**config.mk**
```make
export PLATFORM = sky130hd
export DESIGN_NAME = clk_cfg_seq
export DESIGN_NICKNAME = d
export VERILOG_FILES = /design/src/rtl/clk_cfg_seq.sv
export SDC_FILE = /design/constraint.sdc
export NUM_CORES = 1
export LEC_CHECK = 0
export CAP_MARGIN = 15
export CORE_MARGIN = 2
export CORE_UTILIZATION = 53
export CTS_CLUSTER_DIAMETER = 100
export DETAILED_ROUTE_END_ITERATION = 10
export PLACE_DENSITY = 0.83
export SLEW_MARGIN = 25
export SYNTH_ARGS = -nofsm -noshare
export SYNTH_HDL_FRONTEND = slang
export SYNTH_SLANG_ARGS = --single-unit
```
**constraint.sdc**
```tcl
create_clock -name clk -period 2.8 [get_ports clk]
set_input_delay 0.42 -clock clk [delete_from_list [all_inputs] [get_ports clk]]
set_output_delay 0.42 -clock clk [all_outputs]
set_load 0.05 [all_outputs]
```
**src/rtl/clk_cfg_seq.sv**
```systemverilog
// -----------------------------------------------------------------------------
// clk_cfg_seq
//
// Glitch-safe configuration sequencer for the clock/reset manager selects.
// A request (cfg_req held until cfg_ack) is handled in three settle windows:
//   SET_P : system clock parked on ROSC 8MHz (sel_mux0 = 0)
//   SET_A : new mux1/mux2/rosc/divider selects applied while parked
//   SET_R : sel_mux0 restored to the requested value, then cfg_ack pulses
// Each window lasts SETTLE_CYC clk cycles, so the latency from req to ack is
// always 3*SETTLE_CYC cycles, even when the request matches the current setup.
//
// Optional fail-safe (compile macro CLK_CFG_SEQ_FAILSAFE_EN):
//   xclk_fail while running from xclk (sel_mux1 = 1) forces sel_mux0/sel_mux1
//   to 0 (ROSC 8MHz), sets the sticky fail_flag and aborts any sequence with
//   cfg_ack + cfg_err. While fail_flag is set, requests for xclk are rejected.
//   Without the macro, xclk_fail/fail_clr are ignored and fail_flag/cfg_err
//   never assert.
//
// Parameters
//   SETTLE_CYC   clk cycles per settle window (>= 2)
// Ports
//   clk, rst_n                    always-on clock, async active-low reset
//   cfg_req                       level request, held until cfg_ack
//   cfg_sel_mux0/1/2, cfg_sel_rosc, cfg_clk_div   requested configuration
//   xclk_fail, fail_clr           external clock failure / flag clear
//   sel_mux0/1/2, sel_rosc, clk_div   registered selects to the clock manager
//   busy, cfg_ack, cfg_err, fail_flag  status (all registered)
// -----------------------------------------------------------------------------
module clk_cfg_seq #(
    parameter int SETTLE_CYC = 16
) (
    input  logic       clk,
    input  logic       rst_n,
    input  logic       cfg_req,
    input  logic       cfg_sel_mux0,
    input  logic       cfg_sel_mux1,
    input  logic       cfg_sel_mux2,
    input  logic [1:0] cfg_sel_rosc,
    input  logic [1:0] cfg_clk_div,
    input  logic       xclk_fail,
    input  logic       fail_clr,
    output logic       sel_mux0,
    output logic       sel_mux1,
    output logic       sel_mux2,
    output logic [1:0] sel_rosc,
    output logic [1:0] clk_div,
    output logic       busy,
    output logic       cfg_ack,
    output logic       cfg_err,
    output logic       fail_flag
);

    localparam int              CW       = $clog2(SETTLE_CYC);
    localparam logic [CW-1:0]   CNT_LOAD = CW'(SETTLE_CYC - 1);

    typedef enum logic [1:0] {IDLE, SET_P, SET_A, SET_R} state_t;

    state_t        state_q, state_d;
    logic [CW-1:0] cnt_q, cnt_d;

    // Shadow copy of the request, frozen for the whole sequence
    logic       sh_mux0_q, sh_mux0_d;
    logic       sh_mux1_q, sh_mux1_d;
    logic       sh_mux2_q, sh_mux2_d;
    logic [1:0] sh_rosc_q, sh_rosc_d;
    logic [1:0] sh_div_q,  sh_div_d;

    logic       sel_mux0_q, sel_mux0_d;
    logic       sel_mux1_q, sel_mux1_d;
    logic       sel_mux2_q, sel_mux2_d;
    logic [1:0] sel_rosc_q, sel_rosc_d;
    logic [1:0] clk_div_q,  clk_div_d;
    logic       busy_q, busy_d;
    logic       ack_q, ack_d;
    logic       err_q, err_d;
    logic       flag_q, flag_d;

    logic       fail_evt;     // failure while running from xclk
    logic       fail_clr_en;
    logic       req_reject;   // xclk request refused while fail_flag is set

`ifdef CLK_CFG_SEQ_FAILSAFE_EN
    assign fail_evt    = xclk_fail & sel_mux1_q;
    assign fail_clr_en = fail_clr;
    assign req_reject  = flag_q & cfg_sel_mux1;
`else
    assign fail_evt    = 1'b0;
    assign fail_clr_en = 1'b0;
    assign req_reject  = 1'b0;
    logic unused_failsafe_in;
    assign unused_failsafe_in = ^{xclk_fail, fail_clr};
`endif

    wire cnt_done = (cnt_q == '0);

    // State register
    always_ff @(posedge clk or negedge rst_n) begin
        if (!rst_n) begin
            state_q    <= IDLE;
            cnt_q      <= '0;
            sh_mux0_q  <= 1'b0;
            sh_mux1_q  <= 1'b0;
            sh_mux2_q  <= 1'b0;
            sh_rosc_q  <= '0;
            sh_div_q   <= '0;
            sel_mux0_q <= 1'b0;
            sel_mux1_q <= 1'b0;
            sel_mux2_q <= 1'b0;
            sel_rosc_q <= '0;
            clk_div_q  <= '0;
            busy_q     <= 1'b0;
            ack_q      <= 1'b0;
            err_q      <= 1'b0;
            flag_q     <= 1'b0;
        end else begin
            state_q    <= state_d;
            cnt_q      <= cnt_d;
            sh_mux0_q  <= sh_mux0_d;
            sh_mux1_q  <= sh_mux1_d;
            sh_mux2_q  <= sh_mux2_d;
            sh_rosc_q  <= sh_rosc_d;
            sh_div_q   <= sh_div_d;
            sel_mux0_q <= sel_mux0_d;
            sel_mux1_q <= sel_mux1_d;
            sel_mux2_q <= sel_mux2_d;
            sel_rosc_q <= sel_rosc_d;
            clk_div_q  <= clk_div_d;
            busy_q     <= busy_d;
            ack_q      <= ack_d;
            err_q      <= err_d;
            flag_q     <= flag_d;
        end
    end

    // Next-state logic: settle counter reloads on every state entry
    always_comb begin
        state_d = state_q;
        cnt_d   = cnt_q;
        if (fail_evt) begin
            state_d = IDLE;
            cnt_d   = CNT_LOAD;
        end else begin
            case (state_q)
                IDLE: begin
                    if (cfg_req && !req_reject) begin
                        state_d = SET_P;
                        cnt_d   = CNT_LOAD;
                    end
                end
                SET_P: begin
                    if (cnt_done) begin
                        state_d = SET_A;
                        cnt_d   = CNT_LOAD;
                    end else begin
                        cnt_d = cnt_q - 1'b1;
                    end
                end
                SET_A: begin
                    if (cnt_done) begin
                        state_d = SET_R;
                        cnt_d   = CNT_LOAD;
                    end else begin
                        cnt_d = cnt_q - 1'b1;
                    end
                end
                SET_R: begin
                    if (cnt_done) begin
                        state_d = IDLE;
                    end else begin
                        cnt_d = cnt_q - 1'b1;
                    end
                end
                default: state_d = IDLE;
            endcase
        end
    end

    // Output / datapath logic
    always_comb begin
        sh_mux0_d  = sh_mux0_q;
        sh_mux1_d  = sh_mux1_q;
        sh_mux2_d  = sh_mux2_q;
        sh_rosc_d  = sh_rosc_q;
        sh_div_d   = sh_div_q;
        sel_mux0_d = sel_mux0_q;
        sel_mux1_d = sel_mux1_q;
        sel_mux2_d = sel_mux2_q;
        sel_rosc_d = sel_rosc_q;
        clk_div_d  = clk_div_q;
        busy_d     = busy_q;
        ack_d      = 1'b0;
        err_d      = 1'b0;
        // A failure in the same cycle as a clear keeps the flag set
        flag_d     = fail_evt ? 1'b1 : (fail_clr_en ? 1'b0 : flag_q);

        if (fail_evt) begin
            // Drop straight to ROSC 8MHz; other selects are left as they are
            sel_mux0_d = 1'b0;
            sel_mux1_d = 1'b0;
            busy_d     = 1'b0;
            if (busy_q) begin
                ack_d = 1'b1;
                err_d = 1'b1;
            end
        end else begin
            case (state_q)
                IDLE: begin
                    if (cfg_req) begin
                        if (req_reject) begin
                            ack_d = 1'b1;
                            err_d = 1'b1;
                        end else begin
                            sh_mux0_d  = cfg_sel_mux0;
                            sh_mux1_d  = cfg_sel_mux1;
                            sh_mux2_d  = cfg_sel_mux2;
                            sh_rosc_d  = cfg_sel_rosc;
                            sh_div_d   = cfg_clk_div;
                            sel_mux0_d = 1'b0;
                            busy_d     = 1'b1;
                        end
                    end
                end
                SET_P: begin
                    if (cnt_done) begin
                        sel_mux1_d = sh_mux1_q;
                        sel_mux2_d = sh_mux2_q;
                        sel_rosc_d = sh_rosc_q;
                        clk_div_d  = sh_div_q;
                    end
                end
                SET_A: begin
                    if (cnt_done) sel_mux0_d = sh_mux0_q;
                end
                SET_R: begin
                    if (cnt_done) begin
                        ack_d  = 1'b1;
                        busy_d = 1'b0;
                    end
                end
                default: ;
            endcase
        end
    end

    assign sel_mux0  = sel_mux0_q;
    assign sel_mux1  = sel_mux1_q;
    assign sel_mux2  = sel_mux2_q;
    assign sel_rosc  = sel_rosc_q;
    assign clk_div   = clk_div_q;
    assign busy      = busy_q;
    assign cfg_ack   = ack_q;
    assign cfg_err   = err_q;
    assign fail_flag = flag_q;

endmodule

```
==> summary.md <==
| Metric | Value |
|---|---|
| Outcome | `completed` |
| Layout area overhead | `24.7%` |
| Period minus WS final | `1940 ps` |
| Max-cap violations | `0` |
| Worst setup path end | `busy` |
| Final hold vios | `0` |
| CTS Buffer Depth | `2` |
| Register-to-Register Path Depth | `5` |
| Root Driver | `clkbuf_4` |
| CTS clk-pin slew, worst paths | `130 ps` |
| Syn_area_per_cell | `11.8 µm²` |
| Vias per inst | `5.42` |
| Starting Density | `55.3%` |
| Rel. slew slack | `66.5%` |
| DR pass1 iterations | `4` |
| Sequential Power Share | `a little under two fifths` |
| Top post-synthesis cells by area | `dfrtp_1, mux2_2, ha_1` |
| ANT nets after route | `0` |
| Crit path max fanout | `3` |
| Synth cell types | `29` |
| CTS resizes | `0` |
| Gpl congestion | `0.799` |
| Crit path depth | `1` |
| Number of flops mapped to enable cells by yosys | `0` |
| Core Box Area | `0.00194 mm²` |
| Synth area leader | `dfrtp_1` |
| Clk_lat worst skew | `around 310 ps` |
| Worst-margin pin slew | `between 500 and 600 ps` |
| Fill cell count | `152` |
| Max-slew violations | `0` |
| Die W | `slightly below 50 µm` |
| Clk pwr share | `16.7%` |
| Reg2reg start | `cnt_q[0]` |
| H-Tree Depth | `1` |
| First-iteration detailed-routing DRC count | `29` |
| Critical path startpoint category | `flip-flop` |
| Total die area | `0.00240 mm²` |
| Nets@finish | `132` |
| CTS tree | `built` |
| Max VDD drop | `between 0.7 and 0.8 mV` |
| Setup Buffers After CTS | `0` |
| Final critical-path share of the clock period | `69.5%` |
| Row count | `16` |
| Residual DRC | `0` |
| Top cell type's share of synthesized area | `51.2%` |
| Synth Area in Compound Gates | `11.1%` |
| GRT Resource Usage Total | `18.8%` |
| Xor-xnor portion of the synthesized cell area | `0.815%` |
| Ys async rst share | `100%` |
| IO Port Bufs | `18` |
| Combinational share of power | `46.2%` |
| WS Path Type | `reg -> out` |
| Register area | `roughly 550 µm²` |
| CP delay by family, top | `buffers and inverters` |
| Worst setup startpoint | `busy` |
| Leakage dissipation | `0.615 nW` |
| Critical Path AT | `roughly 1500 ps` |
| Antenna cell count | `0` |
| Mux contribution to synthesized area | `14.7%` |
| Vias in the first global route | `763` |
| CTS hold repair buffers | `0` |
| Footprint of the multi-input gates | `493 µm²` |
| Crit path buffers/inverters | `1` |
| Pwr/cell area | `1080 mW/mm²` |
| Sink Count | `22` |
| # IOs | `23` |
| Sw Share | `a little under two fifths` |
| Slowest stage delay, CP | `820 ps` |
| NetSw | `0.552 mW` |
| Critical-path cell list | `clkdlybuf4s50_1` |
| Ys flop type | `dfrtp_1` |
| Hold Path Class | `in -> async` |
| Main combinational cell family by area after synthesis | `multiplexers` |
| Post-Syn Instances | `91` |
| Non-Filler Instances | `140` |
| Reg2reg end | `sel_mux1` |
| Register bit total from synthesis | `22` |
| Core Util, Final | `69.0%` |
| Die Ht | `49.0 µm` |
| Final setup viols | `0` |
| Fmax | `around 500 MHz` |
| Register area share after synthesis | `51.2%` |
| FF-to-FF setup slack | `1030 ps` |
| WL final | `1.93 mm` |
| Dpl hpwl | `1.42 mm` |
| Largest net degree at the start of global routing | `23` |
| Initial antenna violation count | `0` |
| Grt total ovfl | `0` |
| Internal power | `0.894 mW` |
| Cts bufs inserted | `3` |
| DR WL/cell | `13.8 µm` |
| Share of post-route cells with drive strength above 1 | `between 10% and 20%` |
| Post-synthesis adder-cell area fraction | `approximately 7%` |
| Post-Syn Area | `0.00107 mm²` |
| Critical path's slowest cell | `clkdlybuf4s50_1` |
| Dpl cells | `136` |
| RSZ-0062 raised after global routing | `no` |
| DR vias | `759` |
| CP endpoint kind | `primary output` |
| Critical path required time | `2380 ps` |
| Global-route wire length before repair | `3.42 mm` |
| Skew final | `approximately 9.3 ps` |
| Setup tns final | `0 ps` |
| Simple-Gate Fraction of Synth Area | `11.6%` |
| Synth warn | `0` |
[synth_stat cells, types with 2 or more instances]
cell type and n:
a21oi_1 6, ha_1 6, o21ai_0 5, mux2_2 14
dfrtp_1 22, nand2_1 5, buf_4 2, nor2_1 4
inv_1 4, nor3_1 3, nand2b_1 2
[cells by family after synthesis]
group / count (synthesis)
muxes: 14
xor gates and xnor gates: 1
buffers and inverters: 7
adders and majority gates: 6
other: 1
DFF: 22
and+or+nand+nor: 22
AOI/OAI and AO/OA: 18
[power groups by stage]
stage / clock (mW) / combinational (mW) / sequential [mW]
global route: 0.266 / 0.735 / 0.554
finish: 0.242 / 0.668 / 0.537
CTS: 0.248 / 0.669 / 0.535
floorplan: 0 / 0.448 / 0.587
global placement: 0 / 0.632 / 0.528
detailed placement: 0 / 0.662 / 0.542
[sequential cells by signal, summed over array words and instances, names as in the netlist]
name	count
busy	1
sh_mux1_q	1
sh_mux2_q	1
sel_mux1	1
sel_mux0	1
cnt_q	4
sel_mux2	1
state_q	2
cfg_ack	1
sh_mux0_q	1
sh_div_q	2
clk_div	2
sh_rosc_q	2
sel_rosc	2
[worst min-delay path by stage]
stage                   to  depth (start not counted)  slack, ps    startpoint
2_1_floorplan         busy                          0        120         rst_n
3_3_place_gp   sel_rosc[0]                          1        480  sh_rosc_q[0]
3_5_place_dp    clk_div[0]                          1        490   sh_div_q[0]
4_1_cts           sel_mux0                          2        430         rst_n
5_1_grt           sel_mux0                          2        450         rst_n
6_report          sel_mux0                          2        430         rst_n
[area by class of cell]
type                            instances  area share, %
Timing Repair Buffer                   20           14.6
Tap cell                               27           2.52
Clock buffer                            3           1.68
Inverter                                4           1.12
Clock inverter                          1           2.24
Multi-Input combinational cell         63           36.8
Sequential cell                        22           41.1
[per-layer routing]
| layer | vias up | part of all wire (%) | track usage, % |
|---|---|---|---|
| li1 | 366 | - | - |
| met1 | 365 | 45 | 22.5 |
| met2 | 23 | 50 | 33.3 |
| met3 | 5 | 3.2 | 3.99 |
| met4 | 0 | 1.9 | 6.67 |
| met5 | - | 0 | 0 |
[placed cells by master (no fill, tap or decap)]
| cell | n |
|---|---|
| dfrtp_1 | 22 |
| clkdlybuf4s50_1 | 18 |
| mux2_2 | 14 |
| a21oi_1 | 6 |
| ha_1 | 6 |
| nand2_1 | 5 |
| o21ai_0 | 5 |
| inv_1 | 4 |
| nor2_1 | 4 |
| nor3_1 | 3 |
| clkbuf_4 | 3 |
| nand2b_1 | 2 |
| conb_1 | 2 |
| buf_4 | 2 |
| nor3b_2 | 1 |
| and2_1 | 1 |
| nor2b_1 | 1 |
| or3b_1 | 1 |
| o22a_1 | 1 |
| o21ai_1 | 1 |
| xor2_1 | 1 |
| o211a_1 | 1 |
| a2111oi_2 | 1 |
| nand3b_1 | 1 |
| o22ai_1 | 1 |
| o32a_1 | 1 |
| nand3_1 | 1 |
| a22o_1 | 1 |
| nor4bb_1 | 1 |
| nor3b_1 | 1 |
| bufinv_16 | 1 |
[through the flow]
| step | area [µm²] | worst slack [ps] | total power, mW | hold slack [ps] |
|---|---|---|---|---|
| floorplan | 1080 | 1240 | 1.04 | 124 |
| global placement | 1290 | 998 | 1.16 | 481 |
| detailed placement | 1290 | 911 | 1.20 | 492 |
| CTS | 1340 | 845 | 1.45 | 433 |
| global route | 1340 | 786 | 1.56 | 448 |
| finish | 1340 | 855 | 1.45 | 430 |
No activity file was read; power rests on OpenSTA's default activity.
